==> config.mk <==
export PLATFORM = sky130hd
export DESIGN_NAME = ir_byte_fetch
export DESIGN_NICKNAME = d
export VERILOG_FILES = /design/src/rtl/ir_byte_fetch.sv
export SDC_FILE = /design/constraint.sdc
export NUM_CORES = 1
export LEC_CHECK = 0
export CAP_MARGIN = 20
export CELL_PAD_IN_SITES_DETAIL_PLACEMENT = 2
export CELL_PAD_IN_SITES_GLOBAL_PLACEMENT = 2
export CORE_ASPECT_RATIO = 0.75
export CORE_MARGIN = 2
export CORE_UTILIZATION = 22
export CTS_CLUSTER_SIZE = 28
export DETAILED_ROUTE_END_ITERATION = 8
export GPL_TIMING_DRIVEN = 0
export PLACE_DENSITY_LB_ADDON = 0.08
export SLEW_MARGIN = 20
export SYNTH_ARGS = -nofsm -noshare
export SYNTH_HDL_FRONTEND = slang
export SYNTH_SLANG_ARGS = --single-unit
==> constraint.sdc <==
create_clock -name Clock -period 1.5 [get_ports Clock]
set_input_delay 0.3 -clock Clock [delete_from_list [all_inputs] [get_ports Clock]]
set_output_delay 0.3 -clock Clock [all_outputs]
set_load 0.01 [all_outputs]
==> src/rtl/ir_byte_fetch.sv <==
// Fetch sequencer: reads 1-4 bytes over a req/valid handshake and assembles
// them big-endian into a downstream 32-bit register via its I/FunSel/E inputs.
module ir_byte_fetch #(
  parameter int ADDR_W = 16
) (
  input  logic              Clock,
  input  logic              Reset,
  input  logic              Start,
  input  logic [1:0]        NumBytes,
  input  logic [ADDR_W-1:0] BaseAddr,
  input  logic              Abort,
  output logic [ADDR_W-1:0] MemAddr,
  output logic              MemRd,
  input  logic [7:0]        MemData,
  input  logic              MemValid,
  output logic [31:0]       RegI,
  output logic [2:0]        RegFunSel,
  output logic              RegE,
  output logic              Busy,
  output logic              Done
);

  typedef enum logic [1:0] {IDLE, REQ, LOAD, DONE} state_t;

  localparam logic [2:0] FS_CLR_LOAD   = 3'b100;
  localparam logic [2:0] FS_SHIFT_LOAD = 3'b110;

  state_t              state_q, state_d;
  logic [ADDR_W-1:0]   addr_q, addr_d;
  logic                rd_q, rd_d;
  logic [7:0]          byte_q, byte_d;
  logic [2:0]          fs_q, fs_d;
  logic                rege_q, rege_d;
  logic                done_q, done_d;
  logic [1:0]          remain_q, remain_d;
  logic                first_q, first_d;

  // NOTE: every signal written here gets a default first, so no path leaves
  // one unassigned and no latch is inferred.
  always_comb begin
    state_d  = state_q;
    addr_d   = addr_q;
    rd_d     = rd_q;
    byte_d   = byte_q;
    fs_d     = fs_q;
    rege_d   = 1'b0;
    done_d   = 1'b0;
    remain_d = remain_q;
    first_d  = first_q;

    unique case (state_q)
      IDLE: begin
        if (Start) begin
          addr_d   = BaseAddr;
          remain_d = NumBytes;
          first_d  = 1'b1;
          rd_d     = 1'b1;
          state_d  = REQ;
        end
      end
      REQ: begin
        // Abort outranks a coincident MemValid: the returned byte is dropped.
        if (Abort) begin
          rd_d    = 1'b0;
          state_d = IDLE;
        end else if (MemValid) begin
          byte_d  = MemData;
          fs_d    = first_q ? FS_CLR_LOAD : FS_SHIFT_LOAD;
          rd_d    = 1'b0;
          rege_d  = 1'b1;
          state_d = LOAD;
        end
      end
      LOAD: begin
        first_d = 1'b0;
        if (Abort) begin
          rd_d    = 1'b0;
          state_d = IDLE;
        end else if (remain_q == 2'd0) begin
          done_d  = 1'b1;
          state_d = DONE;
        end else begin
          remain_d = remain_q - 2'd1;
          addr_d   = addr_q + ADDR_W'(1);
          rd_d     = 1'b1;
          state_d  = REQ;
        end
      end
      DONE: begin
        state_d = IDLE;
      end
      default: state_d = IDLE;
    endcase
  end

  // NOTE: sequential state uses non-blocking assignments so every register
  // samples the pre-edge values, independent of statement order.
  always_ff @(posedge Clock) begin
    if (!Reset) begin
      state_q  <= IDLE;
      addr_q   <= '0;
      rd_q     <= 1'b0;
      byte_q   <= '0;
      fs_q     <= 3'b000;
      rege_q   <= 1'b0;
      done_q   <= 1'b0;
      remain_q <= '0;
      first_q  <= 1'b0;
    end else begin
      state_q  <= state_d;
      addr_q   <= addr_d;
      rd_q     <= rd_d;
      byte_q   <= byte_d;
      fs_q     <= fs_d;
      rege_q   <= rege_d;
      done_q   <= done_d;
      remain_q <= remain_d;
      first_q  <= first_d;
    end
  end

  assign MemAddr   = addr_q;
  assign MemRd     = rd_q;
  assign RegI      = {24'b0, byte_q};
  assign RegFunSel = fs_q;
  assign RegE      = rege_q;
  assign Done      = done_q;
  assign Busy      = (state_q == REQ) || (state_q == LOAD);

endmodule

### After elaboration in Yosys (flattened, before gate mapping)

Index checks and enable logic that the tools add are counted.

* flip-flop bits (word level): 35
* bits in latches: 0
* memory bits (writable): 0
* ROM bits: 0
* input bits: 31
* output and inout bits: 55
* word-level logic and storage cells: 59
* memories: 0

* add/sub/neg operators: 2
* multiply operators: 0
* divide/modulo/power cells: 0
* $lt $le $gt $ge: 0
* equal/unequal tests: 8
* shifts and indexed selects: 0
* multiplexer cells: 24
* bitwise operators: 4
* reductions and logical operators: 12

Operators with widths (number)
* 2-to-1 mux 16 bit: 3
* one-hot mux 16 bit (2 select lines): 1
* 2-to-1 mux 2 bit: 9
* adder 16 x 1 -> 16 bit, second input constant: 1
* one-hot mux 2 bit (4 select lines): 1
* AND reduction 4 bit: 2
* 2-to-1 mux 1 bit: 7
* inequality test 2 bit, second input constant: 3
* inequality test 3 bit, second input constant: 2
* OR reduction 3 bit: 2
* equality test 2 bit, second input constant: 2
* zero test 2 bit: 2
* NOT 1 bit: 4
* one-hot mux 2 bit (2 select lines): 1
* AND reduction 2 bit: 2
* one-hot mux 1 bit (3 select lines): 1
* AND reduction 3 bit: 1
* nonzero test 3 bit: 1
* equality test 2 x 1 -> 1 bit, second input constant: 1
* one-hot mux 1 bit (2 select lines): 1
* nonzero test 2 bit: 1
* subtractor 2 x 1 -> 2 bit, second input constant: 1
* logical OR 1 bit: 1

### Depth between registers and ports, before layout

* depth in word-level cells: 4
* mapped depth: 8

### Worst setup path after synthesis

No wires, ideal clock.

* path type: register -> register
* from: register state_q[0]
* to: register rd_q, in the netlist MemRd
* setup time: 0.129 ns
* data arrival time: 1.506 ns
* data required time: 1.371 ns
* setup slack: -0.135 ns
* cell stages (with the launch flop): 8
* buffers on the path: 1
* cell sequence: dfxtp_1 > inv_1 > ha_1 > buf_4 > nor2b_4 > a2111oi_2 > mux2i_1 > nor2_1

* word-level cells in the longest chain between the ends: 3

RTL lines
* from (decl): line 28 `state_t state_q, state_d;`
* from (signal assigned): line 110 `state_q <= state_d;`
* equality test 2 bit, or another cell as far along: line 51 `unique case (state_q)`
* inequality test 3 bit (no line), or another cell as far along
* AND reduction 4 bit (no line)
* to (signal assigned): line 112 `rd_q <= rd_d;`
* to (decl): line 30 `logic rd_q, rd_d;`

Parallel ways exist; a longest one is shown, timed or not.
A chain may end at the register's enable or synchronous reset.

### Worst setup path after layout

* from: register state_q[1]
* to: register addr_q[4], in the netlist MemAddr[4]

* word-level cells in the longest chain between the ends: 3

RTL lines
* equality test 2 bit or zero test 2 bit (tied branches): line 51
* inequality test 2 bit (no line) or nonzero test 2 bit (tied branches)
* AND reduction 4 bit (no line)
* to (signal assigned): line 111 `addr_q <= addr_d;`
* to (decl): line 29 `logic [ADDR_W-1:0] addr_q, addr_d;`

Parallel ways exist; a longest one is shown, timed or not.

==> flow_summary.toml <==
[yosys]
ys_ff_latch = 34
synth_edf_count = 0
ys_async_sr_fraction_pct = 0
synth_ff_type = "dfxtp_1"
synth_top_area_share_pct = 31.9
netlist_top_cells_count = "dfxtp_1, nand2_1, buf_4, a21oi_1, nor2_1"
synth.most_common_cell = "dfxtp_1"
yosysWarnings = 0
ys_types = 54
syn_avg_cell_area_um2 = 8.35
seq_area_frac_synth_pct = 31.9
yosysTopAreaCell = "dfxtp_1"
synthCells = 256
netlist_top_cells_area = "dfxtp_1, buf_4, nand2_1"
synth_area_um2 = 2140

[cells_and_area]
fin_area_um2 = 3710
fillers = 1063
regArea_um2 = 729
areaGrowthSynthToFinish_pct = 73.5
diodes = 0
fin_nets = 403
final_layout_size_suffix_gt1_share_pct = 35.4
multiInputGateArea_um2 = 1510

[clock_network]
cts_sinks = 34
worstSkewPairLatency_ns = 0.29
cts_buffer_depth = 2
cts_root_buf = "clkbuf_16"
ctsHoldBuffers = 0
htree_num_levels = 2
path_clk_slew_ns = 0.06
cts_buffers = 5
cts_tree = "done"

[sta]
setup_viol = 5
finalWorstSetupSlack_ns = -0.0687
rsz0062_at_grt = "true"
worst_pin_slew_ns = 0.702
fin_crit_sh_pct = 105
finalHoldViolCount = 0
slew_headroom_pct = 53.2
finalCriticalPeriod_ns = 1.57
finalClockSkew_ns = 0.00572
tns_ns = -0.264
slew_viol_final = 0
fmax_mhz = 637

[placement]
gp_congestion = 0.760
buffer_ports.inserted = 58
post_dp_cell_area_um2 = 2990
dp_hpwl_mm = 5.69
dp_slack_ns = -0.601

[run_status]
violations = "negative setup slack"
status = "finished with violations"

[power]
power_frac_seq_pct = 33.6
comb_power_share_pct = 29.4
power_leakage_nw = 1.59
p_int_mw = 2.30
irDropWorstVdd_mv = 0.337
switchingPower_mw = 1.03
cellPowerDensity_nw_per_um2 = 898
swShare_pct = 30.8
clock_power_share_pct = 37.1
power_mw = 3.33

[route]
routedWlPerCell_um = 16.7
routed_wl_mm = 8.35
drc = 0
drtAntennaViolNets = 0
drt_iter0_markers = 67
via_per_inst = 4.53
via_count = 2258
firstDrtPassIters = 4

[floorplanning]
die_h_um = 89.4
fp-row-count = 31
core_area_um2 = 9540
die_w_um = 118
ioPinCount = 86
die-area_um2 = 10500
initial_core_util_pct = 22.4

[worst_setup_path]
arrival_ns = 1.74
r2r_cells = 8
required_ns = 1.67
cp-end-kind = "flop"
critPathLaunchType = "flop"
path_class = "reg2reg"
crit_fanout = 7

[global_routing]
first_global_vias = 2308
antenna_found_initial = 0
grt_use_total_pct = 15.6
overflow = 0
grt_pass1_wl_mm = 12.7
grt_start_max_net_pins = 13

[flow_run]
drv_cap = 0

[hold_path]
hp-class = "in2reg"
whs_path_depth = 2
## final timing paths
path	start	endpoint	slack, ns
worst max-delay path	state_q[1]$_SDFFE_PN0P_	MemAddr[4]$_SDFFE_PN0P_	-0.07
worst min-delay path	Reset	byte_q[2]$_SDFFE_PN0P_	0.37
worst max register to register	state_q[1]$_SDFFE_PN0P_	MemAddr[4]$_SDFFE_PN0P_	-0.07
worst min register to register	byte_q[3]$_SDFFE_PN0P_	byte_q[3]$_SDFFE_PN0P_	0.46
## layout by cell type, fill, tap and decap left out, types with 4 or more instances in the layout
cell	instances
and4_1	4
o21ai_0	4
dfxtp_4	11
buf_4	42
dfxtp_2	6
dlymetal6s2s_1	8
clkdlybuf4s50_1	36
clkbuf_16	6
ha_4	5
nor2_1	12
a21oi_1	12
conb_1	25
a21oi_2	5
buf_6	11
dlygate4sd2_1	13
a21boi_1	5
nand4b_1	4
nand2_1	28
nand3_1	10
o211ai_1	5
dfxtp_1	17
o221a_1	5
## metal layers
| layer | vias to the layer above | share of wire (%) | track usage (%) |
|---|---|---|---|
| li1 | 1101 | - | - |
| met1 | 1101 | 50 | 20.2 |
| met2 | 51 | 46 | 27.1 |
| met3 | 5 | 3.7 | 3.44 |
| met4 | 0 | 0.57 | 2.96 |
| met5 | - | 0 | 0 |
## sequential cells by signal, indices dropped and copies added, names as in the netlist
register	flops
byte_q	8
Done	1
state_q	2
RegE	1
MemAddr	16
MemRd	1
remain_q	2
RegFunSel	2
first_q	1
## metrics by stage
step / hold slack, ns / utilization, % / cells
final: 0.370 / 38.9 / 499
after global routing: 0.377 / 38.9 / 499
after CTS: 0.355 / 35.4 / 489
after detailed placement: 0.457 / 31.4 / 470
after global placement: 0.443 / 31.4 / 470
after floorplan: 0.435 / - / 280
## timing repair
item	CTS	global route
buffers inserted	11	9
hold endpoints to repair	0	0
pin swaps	5	19
endpoints found under the setup margin	49	38
gates resized for setup	65	65
cloned	0	2
## critical path: stages, from the launching register on
cell and delay (ns):
dfxtp_4 0.39, inv_6 0.05, ha_4 0.17, buf_6 0.13
o211ai_4 0.19, buf_12 0.16, buf_6 0.11, a21oi_2 0.03
o221a_1 0.23
## cell families after synthesis
group / synth area share [%]
and+or+nand+nor: 25.4
AOI/OAI and AO/OA: 23.0
buffers and inverters: 13.6
DFF: 31.8
adders and majority gates: 3.51
muxes: 2.46
other: 0.175
## power groups by stage
stage | clock network (mW) | registers [mW] | logic, mW
detailed placement | 0 | 1.11 | 0.722
floorplan | 0 | 1.11 | 0.383
CTS | 1.27 | 1.10 | 0.811
finish | 1.23 | 1.12 | 0.977
global route | 1.30 | 1.13 | 1.06
global placement | 0 | 1.11 | 0.714
## layout make-up
type,instances,area share (%)
Timing Repair Buffer,80,21.4
Clock inverter,3,1.21
Multi-Input combinational cell,198,40.6
Inverter,8,1.01
Sequential cell,34,19.7
Clock buffer,5,3.37
Tap cell,132,4.45
Buffer,39,8.27
No activity file was read; power rests on OpenSTA's default activity.
